<file path="src/rtl/timer_counter.sv">
// timer_counter
//   64-bit timer count and compare stage fed by the count-control stage.
//   The counter advances once per cycle while count_en is high, the timer is
//   enabled and no debug halt is requested or active. A software-programmed
//   compare value raises a sticky interrupt status bit, which int_en masks.
//   Debug halt uses a level request/acknowledge handshake.
//
// Ports
//   clk        system clock, all state updates on the rising edge
//   rst        asynchronous active-high reset
//   timer_en   timer enable; its falling edge zeroes the counter
//   count_en   per-cycle advance strobe
//   halt_req   debug halt request (level)
//   halt_ack   debug halt acknowledge (level)
//   wdata      software write data for the lo/hi register halves
//   cnt_wr_lo  write wdata into counter bits [31:0]
//   cnt_wr_hi  write wdata into counter bits [63:32]
//   cmp_wr_lo  write wdata into compare bits [31:0]
//   cmp_wr_hi  write wdata into compare bits [63:32]
//   int_en     interrupt enable (mask only, never clears int_st)
//   int_clr    write-1-to-clear pulse for int_st
//   cnt_val    current counter value
//   cmp_val    current compare value
//   int_st     sticky interrupt status
//   intr       interrupt line, int_st & int_en
module timer_counter #(
    parameter int              DATA_W  = 32,
    parameter int              CNT_W   = 2 * DATA_W,
    parameter logic [CNT_W-1:0] CMP_RST = '1
) (
    input  logic              clk,
    input  logic              rst,
    input  logic              timer_en,
    input  logic              count_en,
    input  logic              halt_req,
    output logic              halt_ack,
    input  logic [DATA_W-1:0] wdata,
    input  logic              cnt_wr_lo,
    input  logic              cnt_wr_hi,
    input  logic              cmp_wr_lo,
    input  logic              cmp_wr_hi,
    input  logic              int_en,
    input  logic              int_clr,
    output logic [CNT_W-1:0]  cnt_val,
    output logic [CNT_W-1:0]  cmp_val,
    output logic              int_st,
    output logic              intr
);

    typedef enum logic {
        RUN    = 1'b0,
        HALTED = 1'b1
    } state_t;

    state_t            state_q;
    state_t            state_d;
    logic              en_q;
    logic              inc;
    logic              match;
    logic [CNT_W-1:0]  cnt_d;
    logic [CNT_W-1:0]  cmp_d;
    logic              int_d;

    // Halt FSM: state register
    always_ff @(posedge clk or posedge rst) begin
        if (rst) begin
            state_q <= RUN;
        end else begin
            state_q <= state_d;
        end
    end

    // Halt FSM: next state
    always_comb begin
        state_d = state_q;
        unique case (state_q)
            RUN:    if (halt_req && timer_en)   state_d = HALTED;
            HALTED: if (!halt_req || !timer_en) state_d = RUN;
            default: state_d = RUN;
        endcase
    end

    // Halt FSM: outputs. halt_req blocks counting combinationally so the
    // counter freezes in the same cycle the request rises, before the ack.
    always_comb begin
        halt_ack = (state_q == HALTED);
        inc      = timer_en && count_en && !halt_req && (state_q == RUN);
    end

    // Counter next value: software write > disable edge > increment > hold.
    always_comb begin
        cnt_d = cnt_val;
        if (cnt_wr_lo || cnt_wr_hi) begin
            if (cnt_wr_lo) cnt_d[DATA_W-1:0]     = wdata;
            if (cnt_wr_hi) cnt_d[CNT_W-1:DATA_W] = wdata;
        end else if (en_q && !timer_en) begin
            cnt_d = '0;
        end else if (inc) begin
            cnt_d = cnt_val + CNT_W'(1);
        end
    end

    always_comb begin
        cmp_d = cmp_val;
        if (cmp_wr_lo) cmp_d[DATA_W-1:0]     = wdata;
        if (cmp_wr_hi) cmp_d[CNT_W-1:DATA_W] = wdata;
    end

    // Match on registered values; a set in the same cycle as a clear wins.
    always_comb begin
        match = timer_en && (cnt_val == cmp_val);
        int_d = int_st;
        if (match) begin
            int_d = 1'b1;
        end else if (int_clr) begin
            int_d = 1'b0;
        end
    end

    always_ff @(posedge clk or posedge rst) begin
        if (rst) begin
            cnt_val <= '0;
            cmp_val <= CMP_RST;
            int_st  <= 1'b0;
            en_q    <= 1'b0;
        end else begin
            cnt_val <= cnt_d;
            cmp_val <= cmp_d;
            int_st  <= int_d;
            en_q    <= timer_en;
        end
    end

    assign intr = int_st && int_en;

endmodule

</file>
<file path="config.mk">
export PLATFORM = sky130hd
export DESIGN_NAME = timer_counter
export DESIGN_NICKNAME = d
export VERILOG_FILES = /design/src/rtl/timer_counter.sv
export SDC_FILE = /design/constraint.sdc
export NUM_CORES = 1
export LEC_CHECK = 0
export BUFFER_PORTS_ARGS = -buffer_cell sky130_fd_sc_hd__buf_2
export CORE_ASPECT_RATIO = 1.75
export CORE_MARGIN = 3
export CORE_UTILIZATION = 59
export DETAILED_ROUTE_END_ITERATION = 8
export PLACE_DENSITY = 0.87
export REMOVE_ABC_BUFFERS = 1
export SYNTH_ARGS = -nofsm -noshare
export SYNTH_HDL_FRONTEND = slang
export SYNTH_SLANG_ARGS = --single-unit
</file>
<file path="constraint.sdc">
create_clock -name clk -period 11 [get_ports clk]
set_clock_uncertainty 0.15 [all_clocks]
set_input_delay 2.2 -clock clk [delete_from_list [all_inputs] [get_ports clk]]
set_output_delay 2.2 -clock clk [all_outputs]
set_load 0.005 [all_outputs]
</file>
==> results of run 1 <==
-- power groups by stage --
stage          combinational, W  clock, W  sequential [W]
2_1_floorplan          0.000145         0        0.000639
3_3_place_gp           0.000275         0        0.000657
3_5_place_dp           0.000280         0        0.000658
4_1_cts                0.000283  0.000653        0.000652
5_1_grt                0.000306  0.000678        0.000662
6_report               0.000284  0.000653        0.000655
-- flip-flops by register name, indices dropped and copies added (netlist names) --
name      cells
halt_ack      1
en_q          1
cnt_val      64
cmp_val      64
int_st        1
-- logic make-up (layout without fill, tap and decap cells) --
group	after synthesis	after routing
buffers and inverters	71	227
XOR/XNOR	63	63
AND/OR/NAND/NOR	263	263
adder cells (fa/ha/maj)	1	1
multiplexers	66	66
AO/OA/AOI/OAI	195	195
flip-flops	131	131
-- stage by stage --
step	setup WS [ps]	hold slack, ps	power, W	instances	cell area (um^2)
finish	6040	383	0.00159	1114	9280
global route	5850	447	0.00165	1114	9280
CTS	6110	390	0.00159	1114	9280
detailed placement	5700	375	0.000939	1082	8600
global placement	5770	364	0.000931	1082	8600
floorplan	5260	372	0.000783	733	7460
-- worst max-delay path by stage --
stage	start	to	slack, ps	cells after the start
6_report	cnt_wr_hi	cnt_val[56]	6040	7
3_5_place_dp	cnt_wr_hi	cnt_val[57]	5700	7
2_1_floorplan	rst	cnt_val[0]	5260	1
4_1_cts	cnt_wr_hi	cnt_val[57]	6110	7
3_3_place_gp	cnt_wr_hi	cnt_val[34]	5770	7
5_1_grt	cnt_wr_hi	cnt_val[57]	5850	7
-- worst max-delay path: cells and delay by family --
kind            cells  cell delay (ps)
simple gates        3             1680
compound gates      2              330
buf+inv             2              830
-- metal layers --
layer	up-vias	share of wire
li1	3233	-
met1	3547	0.34
met2	502	0.49
met3	118	0.079
met4	0	0.081
met5	-	0
-- cell type report --
type | instances | area, um^2 | area share
clock buffer | 20 | 447 | 0.0482
clock inverter | 12 | 228 | 0.0246
inverter | 14 | 55.1 | 0.00594
multi-input combinational | 588 | 4050 | 0.437
sequential | 131 | 3360 | 0.362
tap | 168 | 210 | 0.0227
timing repair buffer | 181 | 926 | 0.0998
-- placed cells by master (no fill, tap or decap), drive strengths merged, types with 12 or more instances in the layout --
master	n
inv	15
buf	181
a21oi	25
a22oi	13
xor2	31
nor4	20
o211ai	13
mux2	64
a31oi	12
o21ai	65
nor2	44
dfrtp	67
clkbuf	20
nand4	34
dfstp	64
nand3	33
nor3	20
xnor2	32
nand2	72
==> run metrics, run 1 <==
Hold Crit Depth 2; Worst Hold Class flip-flop to flip-flop; Iter 0 DRT Violations 885; fin crit share 0.451; vias in the first global route 7092; top cells by area, synth dfstp_2 (22%), dfrtp_1 (22%), mux2_2 (9.4%); Max Cap Viol 0; Pins Over Slew Limit 0; sequential share of the synthesized area 0.436; CTS tree built; CP Launch Type input pin; ys flop type dfrtp_1; net switching fraction of the power 0.299; Yosys top cell area share 0.219; IO Count 174; WS Path Type input pin to flip-flop; largest family of logic cells by synthesized area simple AND/OR/NAND/NOR gates; critical path's largest stage delay 750 ps; r2r startpoint cnt_val[23]; largest net degree at the start of global routing 77; Routed Antenna Nets 0; post-synthesis async set-or-reset flop share 1.00; syn_area_per_cell 9.74 um^2; aggregate global-route resource usage 0.365; mux cell area share after synthesis 0.0962; slowest stage cell, crit path or2_2; IO Port Bufs 173; diode count 0; Max Clk Rate 0.202 GHz; Flop pwr share 0.412; Simple-Gate Fraction of Synth Area 0.187; Synth Instances 790; routing usage on met3 0.0650; Post-Synth Adder-Cell Area 0.00163; Internal 0.00112 W; Worst slew margin 0.334; Remaining Overflow, GRT 0; Fillers 953; crit path cell chain buf_2, or2_2, or2_2, buf_4, nand2_1, o211ai_1, o311ai_0; Util after Layout 0.734; vias 7400; total wire length 26200 um; first-pass GRT wire length 40300 um; Final Hold Fails 0; Post-synth top cells nand2_1 (72), dfrtp_1 (67), o21ai_0 (65); critical path endpoint category flip-flop; Detail Placement HPWL 18700 um; drt wl/cell 23.5 um; layout cell share with drive strength beyond 1 0.387; die height 157 um; Clk pwr share 0.410; peak supply drop 0.000126 V; Hold Crit Endpoint int_st; #FFs+latches synth 131; logic gate share of total power 0.178; Hold Crit Start int_st; dominant cell type by area after synthesis dfstp_2; Post-Syn Area 0.00770 mm^2; met1 GRT Util 0.424; Fin Setup TNS 0 ps; xor-xnor portion of the synthesized cell area 0.0717; min Tclk post-route 4960 ps; GRT met2 Usage 0.602; Post-CTS Hold Buffers 0; RSZ-0062 raised after global routing false; GPL Wtd Cong 0.981; r2r setup slk 7820 ps; status finished, final reports clean; Slew @ Worst Pin 999 ps; Sw Pwr 0.000476 W; Core Rows 54; area growth from synthesis to layout 20.5%; # resized after CTS 0; P per Cell Area 172 mW/mm^2; Crit Path Max Fanout 49; Setup violations, final 0; vias per inst 6.64; Nets 977; setup bufs post-CTS 0; Clk pin slew, worst setup/hold paths 60 ps; leakage power 3.87 nW; H-tree Lvls 4; most used cell, CP or2_2; drt pass-1 iters 5; number of remaining DRC errors 0; required time worst endpoint 11130 ps; clock sinks 131; Reg2Reg Depth 6; worst skew pair latency 430 ps; CP arrival 5090 ps; Compound-Gate Fraction of Synth Area 0.169; Die W 92.3 um; core box area 0.0126 mm^2; most frequent cell after synthesis nand2_1; GRT busiest layer met2; R2R Path End cnt_val[53]; Netlist cell types 67; Yosys warning count 0; clock root buffer clkbuf_16; EDFF count, synth 0; die area 0.0145 mm^2; Starting Density 0.609; CTS max path bufs 2; initial antenna violation count 0; CTS buffer count 17
(Power assumes the default switching activity.)
==> run 2, diff against run 1 <==
--- a/config.mk
+++ b/config.mk
@@ -5,12 +5,13 @@
 export SDC_FILE = /design/constraint.sdc
 export NUM_CORES = 1
 export LEC_CHECK = 0
+export ABC_AREA = 1
 export BUFFER_PORTS_ARGS = -buffer_cell sky130_fd_sc_hd__buf_2
 export CORE_ASPECT_RATIO = 1.75
 export CORE_MARGIN = 3
-export CORE_UTILIZATION = 59
+export CORE_UTILIZATION = 56
 export DETAILED_ROUTE_END_ITERATION = 8
-export PLACE_DENSITY = 0.87
+export PLACE_DENSITY = 0.82
 export REMOVE_ABC_BUFFERS = 1
 export SYNTH_ARGS = -nofsm -noshare
 export SYNTH_HDL_FRONTEND = slang
==> constraint.sdc (replaced) <==
create_clock -name clk -period 5 [get_ports clk]
set_clock_uncertainty 0.15 [all_clocks]
set_input_delay 1 -clock clk [delete_from_list [all_inputs] [get_ports clk]]
set_output_delay 1 -clock clk [all_outputs]
set_load 0.005 [all_outputs]
==> run 2 against run 1 <==
Net effect:
- first-iteration DRC count decreased by 37%
- worst setup slack lost 4200 ps
- worst hold slack got worse by 42 ps
- critical path depth is 3 higher
- largest cell class unchanged
- via count up 25%
- highest routed layer unchanged
- largest power group unchanged
- routed wire length increased by 21%
- global-route usage up 1.7 points
- non-clock buffer count is 2 lower
- clock power rose by 88%
- cell area up 9.2%
==> run metrics, run 2 <==
status finished, final reports clean (unchanged); RSZ-0062 raised after global routing false (unchanged); placed cell count 1606 (was 1082); Max Clk Rate 0.314 GHz; Starting Density 0.575 (was 0.609); vias 9286 (was 7400); Crit Path Max Fanout 27 (was 49); Core Rows 59 (was 54); number of remaining DRC errors 0 (unchanged); required time worst endpoint 5160 ps (was 11130 ps); CTS max path bufs 2 (unchanged); CTS buffer count 17 (unchanged); Final Worst Setup Slack 1820 ps (was 6040 ps); worst skew pair latency 430 ps (about the same); first-pass GRT wire length 49500 um (was 40300 um); logic gate share of total power 0.220 (was 0.178); Fin Setup TNS 0 ps (unchanged); Tot Pwr 0.00342 W (was 0.00159 W); Final Hold Fails 0 (unchanged); Design Area, Final 0.0101 mm^2 (was 0.00928 mm^2); initial antenna violation count 0 (unchanged); diode count 0 (unchanged); pre-CTS setup slack 1490 ps (was 5700 ps); Post-Syn Area 0.00857 mm^2 (was 0.00770 mm^2); setup bufs post-CTS 0 (unchanged); peak supply drop 0.000204 V (was 0.000126 V); most used cell, CP inv_2 (was or2_2); CP arrival 3350 ps (was 5090 ps); area growth from synthesis to layout 18.3% (was 20.5%); most frequent cells in the layout nand2_1 (306), nor2_1 (247), buf_2 (173) (was buf_2 (173), nand2_1 (72), dfrtp_1 (67)); vias in the first global route 9134 (was 7092); most frequent cell after synthesis nand2_1 (unchanged); die height 170 um (was 157 um); CP Launch Type input pin (unchanged); Clk pin slew, worst setup/hold paths 70 ps (was 60 ps); fin crit share 0.636; layout cell share with drive strength beyond 1 0.223 (was 0.387); Flop pwr share 0.419 (was 0.412); Worst slew margin 0.204 (was 0.334); Crit path depth 10 (was 7); CP delay by family, top buffers and inverters (was simple AND/OR/NAND/NOR gates); vias per inst 5.67 (was 6.64); syn_area_per_cell 6.69 um^2 (was 9.74 um^2); Internal 0.00221 W (was 0.00112 W); Pins Over Slew Limit 0 (unchanged); H-tree Lvls 4 (unchanged); total wire length 31600 um (was 26200 um); drt wl/cell 19.3 um (was 23.5 um); post-synthesis async set-or-reset flop share 1.00 (unchanged); core box area 0.0149 mm^2 (was 0.0126 mm^2); EDFF count, synth 0 (unchanged); sequential share of the synthesized area 0.392 (was 0.436); critical path endpoint category flip-flop (unchanged); top flop regs cmp_val x64, cnt_val x64 (unchanged); Detail Placement HPWL 23900 um (was 18700 um); # resized after CTS 0 (unchanged); IO Port Bufs 173 (unchanged); #FFs+latches synth 131 (unchanged); Worst Hold Class flip-flop to flip-flop (unchanged); Sw Pwr 0.00121 W (was 0.000476 W); min Tclk post-route 3180 ps; Post-CTS Hold Buffers 0 (unchanged); slowest stage cell, crit path inv_2 (was or2_2); die area 0.0169 mm^2 (was 0.0145 mm^2); Yosys top cell area share 0.196 (was 0.219); CTS tree built (unchanged); critical path's largest stage delay 470 ps (was 750 ps); Fillers 1382 (was 953); commonest non-fill, non-tap cell in the layout nand2_1 (was buf_2); Finished Layout Cells 1638 (was 1114); Post-synth top cells nand2_1 (306), nor2_1 (247), inv_1 (154) (was nand2_1 (72), dfrtp_1 (67), o21ai_0 (65)); net switching fraction of the power 0.353 (was 0.299); Iter 0 DRT Violations 561 (was 885); Max Cap Viol 0 (unchanged); ys flop type dfrtp_1 (unchanged); dominant cell type by area after synthesis dfstp_2 (unchanged); top cells by area, synth dfstp_2 (20%), dfrtp_1 (20%), nand2_1 (13%) (was dfstp_2 (22%), dfrtp_1 (22%), mux2_2 (9.4%)); Die W 99.5 um (was 92.3 um); Worst Path Buf+Inv 5 (was 2); Clk pwr share 0.361 (was 0.410); Reg2Reg Depth 9 (was 6); Routed Antenna Nets 0 (unchanged); placed standard-cell area 0.00956 mm^2 (was 0.00860 mm^2); Remaining Overflow, GRT 0 (unchanged); Setup violations, final 0 (unchanged); IO Count 174 (unchanged); Netlist cell types 38 (was 67); Hold Crit Depth 2 (unchanged); aggregate global-route resource usage 0.382 (was 0.365); GPL Wtd Cong 1.02 (was 0.981); Synth Instances 1281 (was 790); P per Cell Area 337 mW/mm^2 (was 172 mW/mm^2); drt pass-1 iters 5 (unchanged); Nets 1486 (was 977); Yosys warning count 0 (unchanged); clock root buffer clkbuf_16 (unchanged); crit path cell chain buf_2, nor2_2, buf_4, o21ai_4, inv_2, nand2_2, o21ai_2, inv_2, o22ai_1, inv_1 (was buf_2, or2_2, or2_2, buf_4, nand2_1, o211ai_1, o311ai_0); largest net degree at the start of global routing 74 (was 77); leakage power 4.91 nW (was 3.87 nW); WS Path Type input pin to flip-flop (unchanged); Slew @ Worst Pin 1190 ps (was 999 ps); clock sinks 131 (unchanged)
run 2: stage by stage:
step,util,hold WS [ps]
after global routing,0.679,364
after CTS,0.679,346
after detailed placement,0.641,335
after floorplan,-,322
final,0.679,342
after global placement,0.641,327
run 2: worst paths after layout:
kind,startpoint,to,slack (ps)
worst max-delay path,cnt_wr_hi,cnt_val[6],1820
worst min-delay path,cmp_val[28],cmp_val[28],340
worst max register to register,en_q,cnt_val[6],2310
worst min register to register,cmp_val[28],cmp_val[28],340
max in group asynchronous,rst,cmp_val[3],3250
min in group asynchronous,rst,cnt_val[18],570
run 2: worst min-delay path, cell delays in order, from the launching register on:
cell and delay (ps):
dfstp_2 390, inv_1 40, o21ai_0 60
run 2: power by group through the flow:
| stage | clock network, W | logic (W) | registers [W] |
|---|---|---|---|
| finish | 0.00123 | 0.000753 | 0.00143 |
| global route | 0.00127 | 0.000845 | 0.00145 |
| CTS | 0.00123 | 0.000753 | 0.00142 |
| detailed placement | 0 | 0.000748 | 0.00144 |
| global placement | 0 | 0.000729 | 0.00144 |
| floorplan | 0 | 0.000428 | 0.00139 |
run 2: layout make-up:
type	instances	area, um^2	share of cell area
tap	183	229	0.0226
inverter	163	614	0.0606
timing repair buffer	179	923	0.0911
clock inverter	13	128	0.0126
clock buffer	19	443	0.0437
multi-input combinational	950	4440	0.438
sequential	131	3360	0.331
run 2: cell families after synthesis:
family	after synthesis	synth area share
simple gates	685	0.334
buf+inv	200	0.0903
compound gates	230	0.146
flops	131	0.392
xor+xnor	29	0.0296
mux	5	0.00657
fa+ha+maj	1	0.00146
run 2: routing by layer:
layer	routed length (um)	share of wire	global-route usage	vias to the layer above
li1	-	-	-	4397
met5	0	0	0	-
met2	16200	0.51	0.665	408
met4	2190	0.069	0.239	0
met3	1770	0.056	0.0469	133
met1	11500	0.36	0.439	4348
==> run 3, diff against run 2 <==
--- a/config.mk
+++ b/config.mk
@@ -5,13 +5,13 @@
 export SDC_FILE = /design/constraint.sdc
 export NUM_CORES = 1
 export LEC_CHECK = 0
-export ABC_AREA = 1
+export ABC_AREA = 0
 export BUFFER_PORTS_ARGS = -buffer_cell sky130_fd_sc_hd__buf_2
 export CORE_ASPECT_RATIO = 1.75
 export CORE_MARGIN = 3
-export CORE_UTILIZATION = 56
+export CORE_UTILIZATION = 50
 export DETAILED_ROUTE_END_ITERATION = 8
-export PLACE_DENSITY = 0.82
+export PLACE_DENSITY = 0.79
 export REMOVE_ABC_BUFFERS = 1
 export SYNTH_ARGS = -nofsm -noshare
 export SYNTH_HDL_FRONTEND = slang
==> constraint.sdc (replaced) <==
create_clock -name clk -period 2.88 [get_ports clk]
set_clock_uncertainty 0.15 [all_clocks]
set_input_delay 0.576 -clock clk [delete_from_list [all_inputs] [get_ports clk]]
set_output_delay 0.576 -clock clk [all_outputs]
set_load 0.005 [all_outputs]
==> run 3 against run 2 <==
Net effect:
- core utilization fell by 3.8 points
- non-clock buffer count rose by 47
- worst hold slack got worse by 250 ps
- combinational power rose by 70%
- critical path depth fell by 3
- clock power rose by 79%
- flip-flop and latch count did not move
- routed wire length fell by 11%
- clock-buffer cell count rose by 5
- register-to-register slack got worse by 2100 ps
- power rose by 73%
- largest cell class unchanged
==> run metrics, run 3 (synthesized netlist as in run 1, its figures left out) <==
status finished, final reports clean (unchanged); setup bufs post-CTS 0 (unchanged); H-tree Lvls 4 (unchanged); min Tclk post-route 2700 ps; IO Count 174 (unchanged); Worst Path Buf+Inv 0 (was 5); leakage power 4.07 nW (was 4.91 nW); die area 0.0170 mm^2 (was 0.0169 mm^2); # resized after CTS 0 (unchanged); crit path cell chain ha_1, nand3_1, nor4_4, nand3_4, or4_4, o211ai_2, o311ai_2 (was buf_2, nor2_2, buf_4, o21ai_4, inv_2, nand2_2, o21ai_2, inv_2, o22ai_1, inv_1); fin crit share 0.938; Iter 0 DRT Violations 780 (was 561); Final Hold Fails 0 (unchanged); critical path endpoint category flip-flop (unchanged); P per Cell Area 615 mW/mm^2 (was 337 mW/mm^2); diode count 0 (unchanged); drt wl/cell 24.0 um (was 19.3 um); Nets 1022 (was 1486); Remaining Overflow, GRT 0 (unchanged); Worst slew margin 0.428 (was 0.204); clock root buffer clkbuf_16 (unchanged); most frequent cells in the layout buf_2 (173), nand2_1 (72), dfrtp_1 (67) (was nand2_1 (306), nor2_1 (247), buf_2 (173)); commonest non-fill, non-tap cell in the layout buf_2 (was nand2_1); vias in the first global route 7244 (was 9134); total wire length 28200 um (was 31600 um); critical path's largest stage delay 590 ps (was 470 ps); vias 7660 (was 9286); layout cell share with drive strength beyond 1 0.415 (was 0.223); aggregate global-route resource usage 0.330 (was 0.382); GPL Wtd Cong 1.01 (was 1.02); CTS tree built (unchanged); largest net degree at the start of global routing 44 (was 74); vias per inst 6.52 (was 5.67); register area 0.00336 mm^2 (unchanged); Setup violations, final 0 (unchanged); Die W 99.8 um (was 99.5 um); Fillers 1273 (was 1382); placed standard-cell area 0.00901 mm^2 (was 0.00956 mm^2); Post-CTS Hold Buffers 0 (unchanged); r2r setup slk 180 ps (was 2310 ps); Slew @ Worst Pin 859 ps (was 1190 ps); Worst Hold Slack 93.4 ps (was 342 ps); WS Path Type flip-flop to flip-flop (was input pin to flip-flop); Pins Over Slew Limit 0 (unchanged); Clk pin slew, worst setup/hold paths 60 ps (was 70 ps); worst skew pair latency 420 ps (was 430 ps); Max Cap Viol 0 (unchanged); CP arrival 2830 ps (was 3350 ps); RSZ-0062 raised after global routing false (unchanged); CP delay by family, top simple AND/OR/NAND/NOR gates (was buffers and inverters); Routed Antenna Nets 0 (unchanged); Core Rows 59 (unchanged); Starting Density 0.514 (was 0.575); Multi-input gate area 0.00405 mm^2 (was 0.00444 mm^2); Crit Path Max Fanout 8 (was 27); Worst Hold Class input pin to async pin (was flip-flop to flip-flop); initial antenna violation count 0 (unchanged); top flop regs cmp_val x64, cnt_val x64 (unchanged); first-pass GRT wire length 42700 um (was 49500 um); Max Clk Rate 0.370 GHz; Design Area, Final 0.00961 mm^2 (was 0.0101 mm^2); clock sinks 131 (unchanged); CTS buffer count 17 (unchanged); die height 170 um (about the same); core box area 0.0150 mm^2 (was 0.0149 mm^2); drt pass-1 iters 9 (was 5); required time worst endpoint 3010 ps (was 5160 ps); pre-CTS setup slack 226 ps (was 1490 ps); Util after Layout 0.641 (was 0.679); IO Port Bufs 173 (unchanged); Fin Setup TNS 0 ps (unchanged); Detail Placement HPWL 21100 um (was 23900 um); area growth from synthesis to layout 24.8% (was 18.3%); peak supply drop 0.000380 V (was 0.000204 V); Final Worst Setup Slack 180 ps (was 1820 ps); slowest stage cell, crit path or4_4 (was inv_2); number of remaining DRC errors 0 (unchanged); CP Launch Type flip-flop (was input pin); CTS max path bufs 2 (unchanged)
## run 3: changes by cell type in the layout (fill, tap and decap cells not counted), sizes merged, moves of 18 or more
cell	before	now
o21ai	96	65
a21oi	104	25
nor4	1	20
buf	179	226
nand4	16	34
inv	166	14
nor2	261	44
mux2	5	64
nand2	320	72
nand3	73	33
## run 3: power by group
part           switching, W  total (W)  internal [W]
Combinational      0.000712    0.00128      0.000569
Clock              0.000813    0.00220       0.00139
Sequential         0.000303    0.00243       0.00212
Total               0.00183    0.00591       0.00408
## run 3: final timing paths
path,startpoint,endpoint,depth (start not counted)
worst min register to register,int_st,int_st,2
max in group asynchronous,rst,cmp_val[62],3
worst max register to register,cnt_val[1],cnt_val[54],7
worst max-delay path,cnt_val[1],cnt_val[54],7
min in group clk,timer_en,en_q,1
worst min-delay path,rst,cnt_val[12],2
## run 3: layout make-up
cell class / instances / share of cell area
sequential: 131 / 0.350
timing repair buffer: 226 / 0.137
multi-input combinational: 588 / 0.422
inverter: 14 / 0.00573
tap: 183 / 0.0238
clock inverter: 8 / 0.0103
clock buffer: 24 / 0.0522
## run 3: per-layer routing
metal / part of all wire / track usage / up-vias / wire length, um
met2: 0.49 / 0.557 / 509 / 14000
met1: 0.35 / 0.382 / 3699 / 9800
li1: - / - / 3303 / -
met5: 0 / 0 / - / 0
met3: 0.078 / 0.0603 / 149 / 2210
met4: 0.079 / 0.209 / 0 / 2230
## run 3: stage by stage
step	std cells	total power [W]
3_5_place_dp	1142	0.00371
6_report	1174	0.00591
3_3_place_gp	1142	0.00368
5_1_grt	1174	0.00613
4_1_cts	1174	0.00590
2_1_floorplan	733	0.00299
## run 3: worst reg2reg max path: cells and delay by family, from the launching register on
kind | cells | cell delay [ps]
DFF | 1 | 440
and+or+nand+nor | 4 | 1430
adders and majority gates | 1 | 270
AOI/OAI and AO/OA | 2 | 270
